<file path="config.mk">
export PLATFORM = sky130hd
export DESIGN_NAME = hls_run_controller
export DESIGN_NICKNAME = d
export VERILOG_FILES = /design/src/rtl/hls_ctrl_pkg.sv /design/src/rtl/hls_result_fifo.sv /design/src/rtl/hls_run_controller.sv
export SDC_FILE = /design/constraint.sdc
export NUM_CORES = 2
export LEC_CHECK = 0
export CAP_MARGIN = 10
export CORE_MARGIN = 5
export CORE_UTILIZATION = 50
export CTS_CLUSTER_SIZE = 16
export DETAILED_ROUTE_END_ITERATION = 7
export PLACE_DENSITY_LB_ADDON = 0.12
export SLEW_MARGIN = 20
export SYNTH_ARGS = -nofsm -noshare
export SYNTH_HDL_FRONTEND = slang
export SYNTH_HIERARCHICAL = 1
export SYNTH_SLANG_ARGS = --single-unit
export TNS_END_PERCENT = 10
</file>
<file path="constraint.sdc">
create_clock -name clock -period 3.8 [get_ports clock]
set_input_delay 0.76 -clock clock [delete_from_list [all_inputs] [get_ports clock]]
set_output_delay 0.76 -clock clock [all_outputs]
set_load 0.02 [all_outputs]
</file>
<file path="src/rtl/hls_ctrl_pkg.sv">
// Shared definitions for the HLS run controller.
// Holds the result status codes, the controller state encoding and the
// result record layout: {status[STATUS_W-1:0], cycles[CNT_W-1:0]}.
package hls_ctrl_pkg;

    localparam int STATUS_W = 2;

    localparam logic [STATUS_W-1:0] ST_OK      = 2'b00;
    localparam logic [STATUS_W-1:0] ST_TIMEOUT = 2'b01;
    localparam logic [STATUS_W-1:0] ST_ABORTED = 2'b10;

    typedef enum logic [2:0] {
        S_IDLE,
        S_DRST,
        S_START,
        S_WAIT,
        S_LOG,
        S_FIN
    } state_t;

    // Width of one result record for a given counter width.
    function automatic int rec_w(input int cnt_w);
        return STATUS_W + cnt_w;
    endfunction

endpackage

</file>
<file path="src/rtl/hls_result_fifo.sv">
// Synchronous result FIFO with first-word-fall-through output.
// Ports:
//   clock, reset (async, active-low)
//   push/wdata : write side; a write while full is taken only with a pop
//   pop        : consumer pop, ignored when empty
//   rdata      : head entry (valid when !empty)
//   empty/full : occupancy flags
module hls_result_fifo #(
    parameter int DEPTH = 16,
    parameter int W     = 34
) (
    input  logic         clock,
    input  logic         reset,
    input  logic         push,
    input  logic [W-1:0] wdata,
    input  logic         pop,
    output logic [W-1:0] rdata,
    output logic         empty,
    output logic         full
);

    localparam int AW = $clog2(DEPTH);

    logic [DEPTH-1:0][W-1:0] mem;
    logic [AW-1:0]           wr_ptr;
    logic [AW-1:0]           rd_ptr;
    logic [AW:0]             count;
    logic                    pop_ok;
    logic                    wr_en;

    assign empty  = (count == '0);
    assign full   = (count == (AW+1)'(DEPTH));
    assign pop_ok = pop && !empty;
    // A pop in the same cycle frees the slot, so a full FIFO still accepts.
    assign wr_en  = push && (!full || pop_ok);
    assign rdata  = mem[rd_ptr];

    always_ff @(posedge clock or negedge reset) begin
        if (!reset) begin
            mem    <= '0;
            wr_ptr <= '0;
            rd_ptr <= '0;
            count  <= '0;
        end else begin
            if (wr_en) begin
                mem[wr_ptr] <= wdata;
                wr_ptr      <= wr_ptr + AW'(1);
            end
            if (pop_ok)
                rd_ptr <= rd_ptr + AW'(1);
            case ({wr_en, pop_ok})
                2'b10:   count <= count + (AW+1)'(1);
                2'b01:   count <= count - (AW+1)'(1);
                default: count <= count;
            endcase
        end
    end

endmodule

</file>
<file path="src/rtl/hls_run_controller.sv">
// Run controller for a Bambu-generated kernel.
// Resets the kernel, pulses start, counts cycles to done (with timeout),
// repeats for num_runs runs, logs {status, cycles} per run into a result
// FIFO and keeps min/max/saturating-total statistics over OK runs.
// Ports:
//   clock, reset (async, active-low)
//   go, abort, num_runs          : campaign control
//   dut_reset, dut_start_port    : kernel control (registered)
//   dut_done_port                : kernel completion pulse
//   res_valid/res_ready/res_data : result FIFO read side
//   busy, campaign_done          : campaign status (registered)
//   min/max/total_cycles         : statistics over OK runs
module hls_run_controller
    import hls_ctrl_pkg::*;
#(
    parameter int CNT_W       = 32,
    parameter int RUN_W       = 8,
    parameter int TIMEOUT_CYC = 200000000,
    parameter int DUT_RST_CYC = 2,
    parameter int FIFO_DEPTH  = 16
) (
    input  logic                      clock,
    input  logic                      reset,
    input  logic                      go,
    input  logic                      abort,
    input  logic [RUN_W-1:0]          num_runs,
    output logic                      dut_reset,
    output logic                      dut_start_port,
    input  logic                      dut_done_port,
    output logic                      res_valid,
    input  logic                      res_ready,
    output logic [STATUS_W+CNT_W-1:0] res_data,
    output logic                      busy,
    output logic                      campaign_done,
    output logic [CNT_W-1:0]          min_cycles,
    output logic [CNT_W-1:0]          max_cycles,
    output logic [CNT_W-1:0]          total_cycles
);

    localparam int DW = (DUT_RST_CYC > 1) ? $clog2(DUT_RST_CYC) : 1;
    localparam logic [CNT_W-1:0] TO_VAL  = CNT_W'(TIMEOUT_CYC);
    localparam logic [DW-1:0]    DRST_LAST = DW'(DUT_RST_CYC - 1);

    state_t                state_q, state_d;
    logic [CNT_W-1:0]      cnt_q, cnt_d;
    logic [DW-1:0]         dcnt_q, dcnt_d;
    logic [RUN_W-1:0]      runs_q, runs_d;
    logic [STATUS_W-1:0]   rec_st_q, rec_st_d;
    logic [CNT_W-1:0]      rec_cyc_q, rec_cyc_d;
    logic [CNT_W-1:0]      min_d, max_d, total_d;
    logic [CNT_W:0]        sum;
    logic                  push;
    logic                  can_push;
    logic                  fifo_empty;
    logic                  fifo_full;

    assign can_push  = !fifo_full || (res_ready && !fifo_empty);
    assign res_valid = !fifo_empty;

    always_comb begin
        state_d   = state_q;
        cnt_d     = cnt_q;
        dcnt_d    = dcnt_q;
        runs_d    = runs_q;
        rec_st_d  = rec_st_q;
        rec_cyc_d = rec_cyc_q;
        min_d     = min_cycles;
        max_d     = max_cycles;
        total_d   = total_cycles;
        push      = 1'b0;
        sum       = {1'b0, total_cycles} + {1'b0, rec_cyc_q};

        case (state_q)
            S_IDLE: begin
                if (go) begin
                    runs_d  = (num_runs == '0) ? RUN_W'(1) : num_runs;
                    min_d   = '1;
                    max_d   = '0;
                    total_d = '0;
                    dcnt_d  = '0;
                    cnt_d   = '0;
                    state_d = S_DRST;
                end
            end
            S_DRST: begin
                if (abort) begin
                    rec_st_d  = ST_ABORTED;
                    rec_cyc_d = cnt_q;
                    state_d   = S_LOG;
                end else if (dcnt_q == DRST_LAST) begin
                    state_d = S_START;
                end else begin
                    dcnt_d = dcnt_q + DW'(1);
                end
            end
            S_START: begin
                // The start cycle itself counts as cycle 1.
                cnt_d = CNT_W'(1);
                if (abort) begin
                    rec_st_d  = ST_ABORTED;
                    rec_cyc_d = CNT_W'(1);
                    state_d   = S_LOG;
                end else if (dut_done_port) begin
                    rec_st_d  = ST_OK;
                    rec_cyc_d = CNT_W'(1);
                    state_d   = S_LOG;
                end else begin
                    state_d = S_WAIT;
                end
            end
            S_WAIT: begin
                // done is checked before the limit so a done on the limit
                // cycle is still reported OK.
                if (abort) begin
                    rec_st_d  = ST_ABORTED;
                    rec_cyc_d = cnt_q;
                    state_d   = S_LOG;
                end else if (dut_done_port) begin
                    rec_st_d  = ST_OK;
                    rec_cyc_d = cnt_q + CNT_W'(1);
                    state_d   = S_LOG;
                end else if (cnt_q == TO_VAL) begin
                    rec_st_d  = ST_TIMEOUT;
                    rec_cyc_d = TO_VAL;
                    state_d   = S_LOG;
                end else begin
                    cnt_d = cnt_q + CNT_W'(1);
                end
            end
            S_LOG: begin
                push = 1'b1;
                if (can_push) begin
                    if (rec_st_q == ST_OK) begin
                        min_d   = (rec_cyc_q < min_cycles) ? rec_cyc_q : min_cycles;
                        max_d   = (rec_cyc_q > max_cycles) ? rec_cyc_q : max_cycles;
                        total_d = sum[CNT_W] ? '1 : sum[CNT_W-1:0];
                        runs_d  = runs_q - RUN_W'(1);
                        if (abort || runs_q == RUN_W'(1)) begin
                            state_d = S_FIN;
                        end else begin
                            dcnt_d  = '0;
                            cnt_d   = '0;
                            state_d = S_DRST;
                        end
                    end else begin
                        state_d = S_FIN;
                    end
                end
            end
            S_FIN:   state_d = S_IDLE;
            default: state_d = S_IDLE;
        endcase
    end

    always_ff @(posedge clock or negedge reset) begin
        if (!reset) begin
            state_q        <= S_IDLE;
            cnt_q          <= '0;
            dcnt_q         <= '0;
            runs_q         <= '0;
            rec_st_q       <= '0;
            rec_cyc_q      <= '0;
            min_cycles     <= '1;
            max_cycles     <= '0;
            total_cycles   <= '0;
            dut_reset      <= 1'b0;
            dut_start_port <= 1'b0;
            busy           <= 1'b0;
            campaign_done  <= 1'b0;
        end else begin
            state_q        <= state_d;
            cnt_q          <= cnt_d;
            dcnt_q         <= dcnt_d;
            runs_q         <= runs_d;
            rec_st_q       <= rec_st_d;
            rec_cyc_q      <= rec_cyc_d;
            min_cycles     <= min_d;
            max_cycles     <= max_d;
            total_cycles   <= total_d;
            // Outputs are registered from the next state so they line up
            // with the state they describe.
            dut_reset      <= (state_d == S_START) || (state_d == S_WAIT) ||
                              (state_d == S_LOG);
            dut_start_port <= (state_d == S_START);
            busy           <= (state_d != S_IDLE);
            campaign_done  <= (state_d == S_FIN);
        end
    end

    hls_result_fifo #(
        .DEPTH (FIFO_DEPTH),
        .W     (rec_w(CNT_W))
    ) u_fifo (
        .clock (clock),
        .reset (reset),
        .push  (push),
        .wdata ({rec_st_q, rec_cyc_q}),
        .pop   (res_ready),
        .rdata (res_data),
        .empty (fifo_empty),
        .full  (fifo_full)
    );

endmodule

</file>
-- Yosys cells after proc, flatten, opt, wreduce, memory -nomap -nowiden
Cells that the tools add are included.
- RAM bits: 0
- bits of input ports: 14
- logic and storage cells: 162
- flip-flop bits (word level): 735
- bits in read-only memories: 0
- output and inout bits: 135
- memories: 0
- latch bits: 0
- reduce and logical (&&, ||, !) cells: 25
- $lt $le $gt $ge: 5
- mux-type cells: 66
- multipliers: 0
- divide/modulo/power cells: 0
- bitwise operators: 0
- shift operators: 0
- add/subtract/negate cells: 8
- equality and inequality tests: 26
- operator list (operator ; number):
    $mux 32 ; 23
    $bwmux 544 ; 1
    $pmux 32 s2 ; 3
    $bmux 34 s4 ; 1
    $demux 34 s4 ; 1
    $pmux 32 s4 ; 1
    $pmux 32 s3 ; 1
    $mux 34 ; 2
    $add 32x32->33 ; 1
    $mux 3 ; 11
    $add 32x1->32 const B ; 1
    $eq 32x28->1 const B ; 1
    $gt 32x32->1 ; 1
    $lt 32x32->1 ; 1
    $mux 8 ; 4
    $ne 2x2->1 const B ; 11
    $pmux 8 s2 ; 1
    $pmux 3 s5 ; 1
    $eq 3x2->1 const B ; 4
    $mux 2 ; 6
    $lt 4x5->1 const B ; 2
    $pmux 5 s2 ; 1
    $reduce_and 5->1 ; 2
    $eq 3x3->1 const B ; 3
    other kinds (29) ; 46

-- Depth between registers and ports, before layout
- word-level depth: 9
- mapped depth: 15
- gate-level depth less buffers: 11

-- Cells and area by module
The synthesis kept the hierarchy.
- modules (own cells, without submodules) (module ; area an instance (µm²) ; cells an instance ; seq. area each (µm²) ; times used):
    hls_result_fifo ; 25408.1 ; 1557 ; 13938.4 ; 1
    hls_run_controller ; 11691.2 ; 1366 ; 4494.3 ; 1

-- Worst setup path after synthesis
No wires, ideal clock.
- kind: register -> register
- start: reg state_q[0]
- end: reg u_fifo.count[4]
- path buffers: 4
- arrival time: 3376 ps
- library setup time: 116 ps
- setup slack: 309 ps
- cell stages (with the launch flop): 15
- path through: dfrtp_1 > buf_2 > nor2_1 > nand2_1 > clkbuf_1 > inv_1 > clkbuf_1 > clkbuf_1 > nand2b_1 > ha_1 > ha_1 > nor2b_1 > o21a_1 > mux2_2 > o311ai_0
- word-level cells in the longest chain between the ends: 5
- elaborated cells on any way between the ends: 7
- ends and longest elaborated chain (item ; line ; text):
    start: declaration ; hls_run_controller.sv:44 ; state_t state_q, state_d;
    start signal: assignment ; hls_run_controller.sv:171 ; state_q <= state_d;
    $eq 3x3->1 (*) ; hls_run_controller.sv:73 ; case (state_q)
    $mux 1 (*) ; hls_run_controller.sv:73 ;
    net push ; hls_run_controller.sv:52 ; logic push;
    $logic_and 1x1->1 (*) ; hls_result_fifo.sv:35 ; assign wr_en = push && (!full || pop_ok);
    $eq 2x1->1 / $eq 2x2->1 (equally long branches) ; hls_result_fifo.sv:51 ; case ({wr_en, pop_ok})
    $pmux 5 s2 / $reduce_bool 2->1 (equally long branches) ; n/a ;
    end signal: assignment ; hls_result_fifo.sv:52 ; 2'b10: count <= count + (AW+1)'(1);
    end signal: assignment ; hls_result_fifo.sv:53 ; 2'b01: count <= count - (AW+1)'(1);
    end signal: assignment ; hls_result_fifo.sv:54 ; default: count <= count;
    end: declaration ; hls_result_fifo.sv:27 ; logic [AW:0] count;
The timed path passes the listed nets; every way through them passes the cells marked *.
A chain may end at the register's enable or synchronous reset.

-- Worst setup path after layout
- start: reg u_fifo.rd_ptr[0]
- end: out res_data[0]
- word-level cells in the longest chain between the ends: 2
- ends and longest elaborated chain (item ; line ; text):
    start: declaration ; hls_result_fifo.sv:26 ; logic [AW-1:0] rd_ptr;
    start signal: assignment ; hls_result_fifo.sv:50 ; rd_ptr <= rd_ptr + AW'(1);
    $bmux 34 s4 ; hls_result_fifo.sv:36 ; assign rdata = mem[rd_ptr];
    $mux 34 (implied by the code) ; hls_result_fifo.sv:36 ;
    end: declaration ; hls_run_controller.sv:32 ; output logic [STATUS_W+CNT_W-1:0] res_data,
No other way between the ends. The select of a mux whose other input is x is not followed.

==> impl.org <==
** Critical path
- The worst setup path is captured at an output pin.
- Data arrives at the worst endpoint at 2.93 ns.
- At the worst endpoint, the required time is roughly 3.0 ns.
- Element type at the critical path start :: register
- Crit Reg-Reg Endpoint :: total_cycles[27]
- The number of cells on the worst reg-to-reg path is 11.
- The critical path in this run is classified as reg -> out.
- Launching point of the worst reg2reg path :: total_cycles[0]
- Maximum net fanout on the critical path :: 11
- Setup slack on the worst reg-to-reg path comes out at 0.30 ns.

** Final layout
- The finished cells cover around 43000 µm².
- Antenna cell count :: 0
- Post-layout net count :: 3212
- Of the cells placed in the final design, the portion with a size suffix greater than 1 is 32.8%.
- Filler Cell Count :: 5769
- P&R area growth vs syn :: 16.2%

** Synth
- Sequential elements use 49.7% of the synthesized area.
- Avg Cell Area, Syn :: around 13 µm²
- The synthesized design contains 0 enable-type register cells.
- The number of nets in the synthesized netlist is 3047.
- Unique masters post-synth :: between 80 and 90
- Synth area leader :: sky130_fd_sc_hd__dfrtp_1
- For this run, the number of Yosys warnings is 6.
- In the synthesized netlist the async set-or-reset flop fraction comes to 100%.
- Counting instances in the post-synthesis netlist gives the leading cell types as sky130_fd_sc_hd__dfrtp_1 (703), sky130_fd_sc_hd__mux2_2 (469), sky130_fd_sc_hd__nand2_1 (212).
- Synthesis produced a netlist whose cell count is about 2900.
- By area the synthesized netlist is led by sky130_fd_sc_hd__dfrtp_1 (47%), sky130_fd_sc_hd__mux2_2 (14%), sky130_fd_sc_hd__mux4_2 (8.3%).
- After synthesis the cells add up to 37100 µm².
- Area share of the largest cell type after synthesis :: 47.4%
- Counting flops and latches in the post-synthesis netlist gives 735.
- Library cell with the highest instance count after synthesis :: sky130_fd_sc_hd__dfrtp_1
- Dominant register cell in the synthesized netlist :: sky130_fd_sc_hd__dfrtp_1

** GRT
- Entering global routing, the biggest net connects 111 pins.
- For this run, global-route usage on met2 was measured as 42.6%.
- The first global-routing pass estimated 161 mm of wire.
- Global routing consumed, on the met1 layer, between 30% and 40% of the routing resources.
- Global routing used 26.1% of the available tracks.
- M3 GR Usage :: 2.96%
- For this run the aggregate overflow at the end of global routing stands at 0.
- The number of global-route vias before repair is 26100.
- The global routing stage identified its most utilized layer as met2.
- The number of antenna violations at the first check in global routing was 1.

** Placement
- Detailed placement ended at an HPWL of 67.5 mm.
- Count of buffers inserted at the top-level ports :: ~150
- Routability-driven placement finished with a final weighted congestion of 0.906.
- Placed Area :: 40300 µm²

** Clock network
- No sink is reached through more buffers than the 3 on the longest clock path.
- The tree is rooted in a sky130_fd_sc_hd__clkbuf_16.
- In this run the number of H-tree levels came out at 3.
- TritonCTS clock tree :: built
- Total setup buffers inserted after CTS :: 0
- TritonCTS Sinks :: 735
- Insertion delay of the later-clocked pin in the worst-skew pair :: approximately 0.65 ns
- Buffers inserted during clock tree synthesis total 83.
- Register clock-pin slew on the reported worst setup and hold paths :: 0.06 ns

** Power
- Static Leakage :: 20.8 nW
- Power Dens Cells :: about 570 nW/µm²
- The design draws 24.5 mW.
- IR analysis of the VDD net gives a maximum drop of 0.402 mV.

** Detailed routing
- Wires add up to 103 mm.
- Post-DR wirelength/cell :: roughly 25 µm
- Vias :: ~25000
- Number of design-rule violations left by the first detailed-router iteration :: 1767
- Using the TritonRoute via totals, the vias-per-cell ratio works out to ~6.
- Before antenna repair, the detailed router went through 5 iterations.
- Post-DRT Antenna Nets :: 0
- Number of remaining DRC errors :: 0

** Min path
- The tightest min-delay check is of the in -> async type.

** Die
- Starting Density :: around half
- The die is 282 µm wide.
- Top-level port count :: approximately 150
- Std-Cell Core Area :: 73300 µm²
- The initialized floorplan defines between 90 and 100 standard-cell rows.
- Die Height :: 282 µm
- The floorplan step defined a die boundary enclosing 79700 µm².

** STA
- Headroom to the max-slew limit came out at approximately 35%.
- Slew at the pin closest to its max-slew limit :: 0.964 ns
- In the finished design, the share of the clock period the worst path needs comes to 97.2%.
- Final hold slack :: approximately 0.053 ns
- Max Clk Rate :: 0.271 GHz
- The max-slew violation count was 0.
- Setup repair after global routing could not meet its margin everywhere.
- Counting I/O delays and the setup requirement, the final critical path takes 3.69 ns.
- Across the routed clock network, the largest skew measured is 0.0259 ns.
- Hold violation count in the final report :: 0
- Setup violations remaining at the end of the flow were counted as 0.

** Status
- Result of the run :: finished clean

** Run
- Count of max-cap constraint violations :: 0
worst max-delay path by stage:
stage / start / to / slack (ns) / depth (start not counted)
2_1_floorplan: state_q[0] / u_fifo/count[4] / 0.31 / 14
3_3_place_gp: cnt_q[4] / rec_cyc_q[14] / 0.27 / 8
3_5_place_dp: cnt_q[4] / rec_cyc_q[14] / 0.27 / 8
4_1_cts: u_fifo/rd_ptr[0] / res_data[11] / -0.13 / 6
5_1_grt: u_fifo/rd_ptr[0] / res_data[9] / -0.02 / 6
6_report: u_fifo/rd_ptr[0] / res_data[0] / 0.11 / 5
cells by family (layout without fill, tap and decap cells):
family                     Yosys count  after routing  synth area share [%]
adders and majority gates          110            110                  3.75
and+or+nand+nor                    531            531                  7.01
AOI/OAI and AO/OA                  491            491                  8.49
DFF                                735            735                  49.7
xor gates and xnor gates            37             37                 0.873
muxes                              721            721                  26.7
buffers and inverters              298            530                  3.52
worst max-delay path, stage by stage, from the launching register on:
cell                              delay, ns
sky130_fd_sc_hd__dfrtp_4               0.48
sky130_fd_sc_hd__buf_6                 0.23
sky130_fd_sc_hd__mux4_2                0.52
sky130_fd_sc_hd__a22oi_1               0.24
sky130_fd_sc_hd__nand2_1               0.21
sky130_fd_sc_hd__clkdlybuf4s50_1       0.59
layout by cell type, fill, tap and decap left out, drive strengths merged, types with 37 or more instances in the layout:
cell type / netlist / final
a21o: 61 / 61
a21oi: 109 / 109
a22oi: 71 / 71
buf: 80 / 140
clkbuf: 128 / 122
clkdlybuf4s50: 0 / 129
dfrtp: 703 / 703
ha: 108 / 108
inv: 90 / 91
mux2: 548 / 548
mux2i: 37 / 37
mux4: 136 / 136
nand2: 213 / 213
nand3: 38 / 38
nor2: 89 / 89
nor3: 68 / 68
o21ai: 151 / 151
per-layer routing:
layer  wire (µm)  share of wire (%)  up-vias
met5           0                  0        -
met4        2290                2.2        0
met3        3920                3.8      141
met2       49700                 48      581
met1       47300                 46    13100
li1            -                  -    11100
through the flow:
| stage | instances | TNS, ns | utilization, % | worst slack (ns) |
|---|---|---|---|---|
| after detailed placement | 3961 | 0 | 54.9 | 0.268 |
| final | 4114 | 0 | 58.8 | 0.106 |
| after global routing | 4114 | -0.0935 | 58.8 | -0.0177 |
| after floorplan | 2923 | 0 | - | 0.309 |
| after global placement | 3961 | 0 | 54.9 | 0.266 |
| after CTS | 4114 | -1.07 | 58.7 | -0.127 |
state kept, by name, summed over array words and instances (netlist names):
register and flops:
total_cycles 32, busy 1, state_q 3, max_cycles 32, u_fifo/mem 544, runs_q 8, u_fifo/wr_ptr 4, campaign_done 1
u_fifo/rd_ptr 4, min_cycles 32, u_fifo/count 5, rec_st_q 2, cnt_q 32, dcnt_q 1, dut_reset 1, rec_cyc_q 32
dut_start_port 1
cell type report:
class	count	area, µm²	share of cell area [%]
clock inverters	30	368	0.853
well taps	959	1200	2.78
inverters	90	338	0.783
clock buffers	122	2400	5.58
multi-input cells	1890	17500	40.6
flip-flops and latches	735	18400	42.8
repair buffers	288	2880	6.67
where the power goes:
| part | total, mW | leakage, nW | internal (mW) | switching [mW] |
|---|---|---|---|---|
| Clock | 8.08 | 1.36 | 4.76 | 3.32 |
| Sequential | 9.17 | 10.1 | 8.59 | 0.580 |
| Combinational | 7.21 | 9.34 | 2.91 | 4.30 |
| Total | 24.5 | 20.8 | 16.3 | 8.20 |
timing repair:
item	CTS	global route
setup endpoints to repair	25	20
pin swaps	0	0
resized for setup	15	15
cloned	1	0
hold buffers	0	0
No activity file was read; power rests on OpenSTA's default activity.
==> patch (config.mk and constraints unchanged) <==
Change the parameter `DUT_RST_CYC` from 2 to 4.
--- a/src/rtl/hls_run_controller.sv
+++ b/src/rtl/hls_run_controller.sv
@@ -18,3 +18,3 @@
     parameter int TIMEOUT_CYC = 200000000,
-    parameter int DUT_RST_CYC = 2,
+    parameter int DUT_RST_CYC = 4,
     parameter int FIFO_DEPTH  = 16
Formal check against the unedited RTL: not equivalent (Yosys sat finds a counterexample within 4 cycles, from zero or initial values and one cycle with reset low).
==> patch against the original RTL <==
Synthesized area up 3.3%. Routed wire length rose by 10%. Cell area up 3.0%. Global-route usage grew 1.3 points. Core utilization down 0.32 points. Count of clock-buffer cells in the layout unchanged. Sequential cell count grew 1. Total power up 32%. Final cell count rose by 6.5%. Worst setup slack worse by 0.10 ns. Die area up 3.2%. Clock skew down 0.0021 ns. Critical endpoint is now res_data[4].
==> patch: results <==
{
  "multi_input_area_um2": 18500,
  "gp_congestion": 0.934,
  "drive_above_1_share": 0.310,
  "wirelength_um": 114000,
  "final.setup_skew_ns": 0.0238,
  "grt_util_all_layers": 0.274,
  "pre_cts_slack_ns": 0.290,
  "clockNetworkAreaShare": 0.0636,
  "synth.area.top_cells": "dfrtp_1 (46%), mux2_2 (14%), mux4_2 (8.0%), ha_1 (3.6%), mux2_4 (3.1%)",
  "route.met2.wl_um": 52500,
  "power_clock_uw": 8310,
  "num-nets-final": 3411,
  "ir_drop_v": 0.000389,
  "switchingPower_uw": 11900,
  "leakagePower_uw": 0.0208,
  "place_area_um2": 41500,
  "syn-mean-instance-area_um2": 12.2,
  "crit_path_max_fanout": 51,
  "dp_cells": 4231,
  "seq_share": 0.416,
  "hpwl_um": 74000,
  "grt.met3_usage": 0.0447,
  "r2r-end": "total_cycles[0]$_DFFE_PN0P_",
  "gr-usage-met1": 0.396,
  "grt_start_max_net_pins": 104,
  "ys_seq_area_frac": 0.482,
  "top_layer": "met4",
  "buffers": 293,
  "synth-seq-cells": 736,
  "met1_length_um": 50000,
  "status": "complete, no violations",
  "cpMaxStageDelayCell": "dfrtp_4",
  "synth_nets": 3278,
  "r2r_setup_slack_ns": 0.36,
  "synth_cell_types": 87,
  "inv_count": 94,
  "p_seq_frac": 0.357,
  "antenna_found_initial": 3,
  "r2r_cells": 10,
  "grt_first_pass_wirelength_um": 175000,
  "fill_cells": 6096,
  "drt-initial-drc-count": 2371,
  "syn_inst": 3153,
  "nMultiInputCombCells": 2078,
  "r2r-start": "rec_cyc_q[13]$_DFFE_PN0P_",
  "post_drt_wl_per_cell_um": 25.9,
  "worst_slew_pin_slew_ns": 1.07,
  "diodes": 1,
  "yosys-top-cells-count": "dfrtp_1 (704), mux2_2 (470), nand2_1 (213)",
  "dr_wl_met3_um": 7580,
  "grt_pass1_vias": 28144,
  "p_sw_frac": 0.368,
  "max_stage_delay_ns": 0.71,
  "grtUsageMet2": 0.432
}
==> patch: cell types whose count changed in the layout (fill, tap and decap cells not counted), sizes merged, moves of 23 or more <==
cell,delta
nor2,+61
nand4,+49
and3,+32
mux2i,-29
o21ai,+26
o311ai,+23
==> patch: metrics by stage <==
step / util / hold WS (ns)
6_report: 0.585 / 0.118
5_1_grt: 0.585 / 0.133
4_1_cts: 0.584 / 0.128
3_5_place_dp: 0.547 / 0.490
3_3_place_gp: 0.547 / 0.483
2_1_floorplan: - / 0.464
==> patch: repair_timing <==
action,4_1_cts,5_1_grt
cloned,0,0
gates resized for setup,20,14
setup endpoints to repair,26,16
pin swaps,0,0
==> patch: worst max path at each step <==
| stage | startpoint | end | slack, ns | cells after the start |
|---|---|---|---|---|
| after floorplan | u_fifo/count[1]$_DFFE_PN0P_ | u_fifo/count[4]$_DFFE_PN0P_ | 0.43 | 12 |
| after global placement | res_ready | min_cycles[19]$_DFFE_PN1P_ | 0.35 | 10 |
| after detailed placement | res_ready | min_cycles[3]$_DFFE_PN1P_ | 0.29 | 10 |
| after CTS | u_fifo/rd_ptr[0]$_DFFE_PN0P_ | res_data[3] | -0.07 | 6 |
| after global routing | u_fifo/rd_ptr[0]$_DFFE_PN0P_ | res_data[4] | -0.08 | 6 |
| final | u_fifo/rd_ptr[1]$_DFFE_PN0P_ | res_data[4] | 0.006 | 5 |
==> patch: kinds of logic (layout without fill, tap and decap cells) <==
group | count (synthesis) | after routing | synth area share
muxes | 692 | 692 | 0.251
other | 0 | 1 | 0
xor gates and xnor gates | 35 | 35 | 0.00800
buffers and inverters | 339 | 536 | 0.0393
and+or+nand+nor | 670 | 670 | 0.0870
DFF | 736 | 736 | 0.482
adders and majority gates | 111 | 111 | 0.0366
AOI/OAI and AO/OA | 570 | 570 | 0.0968
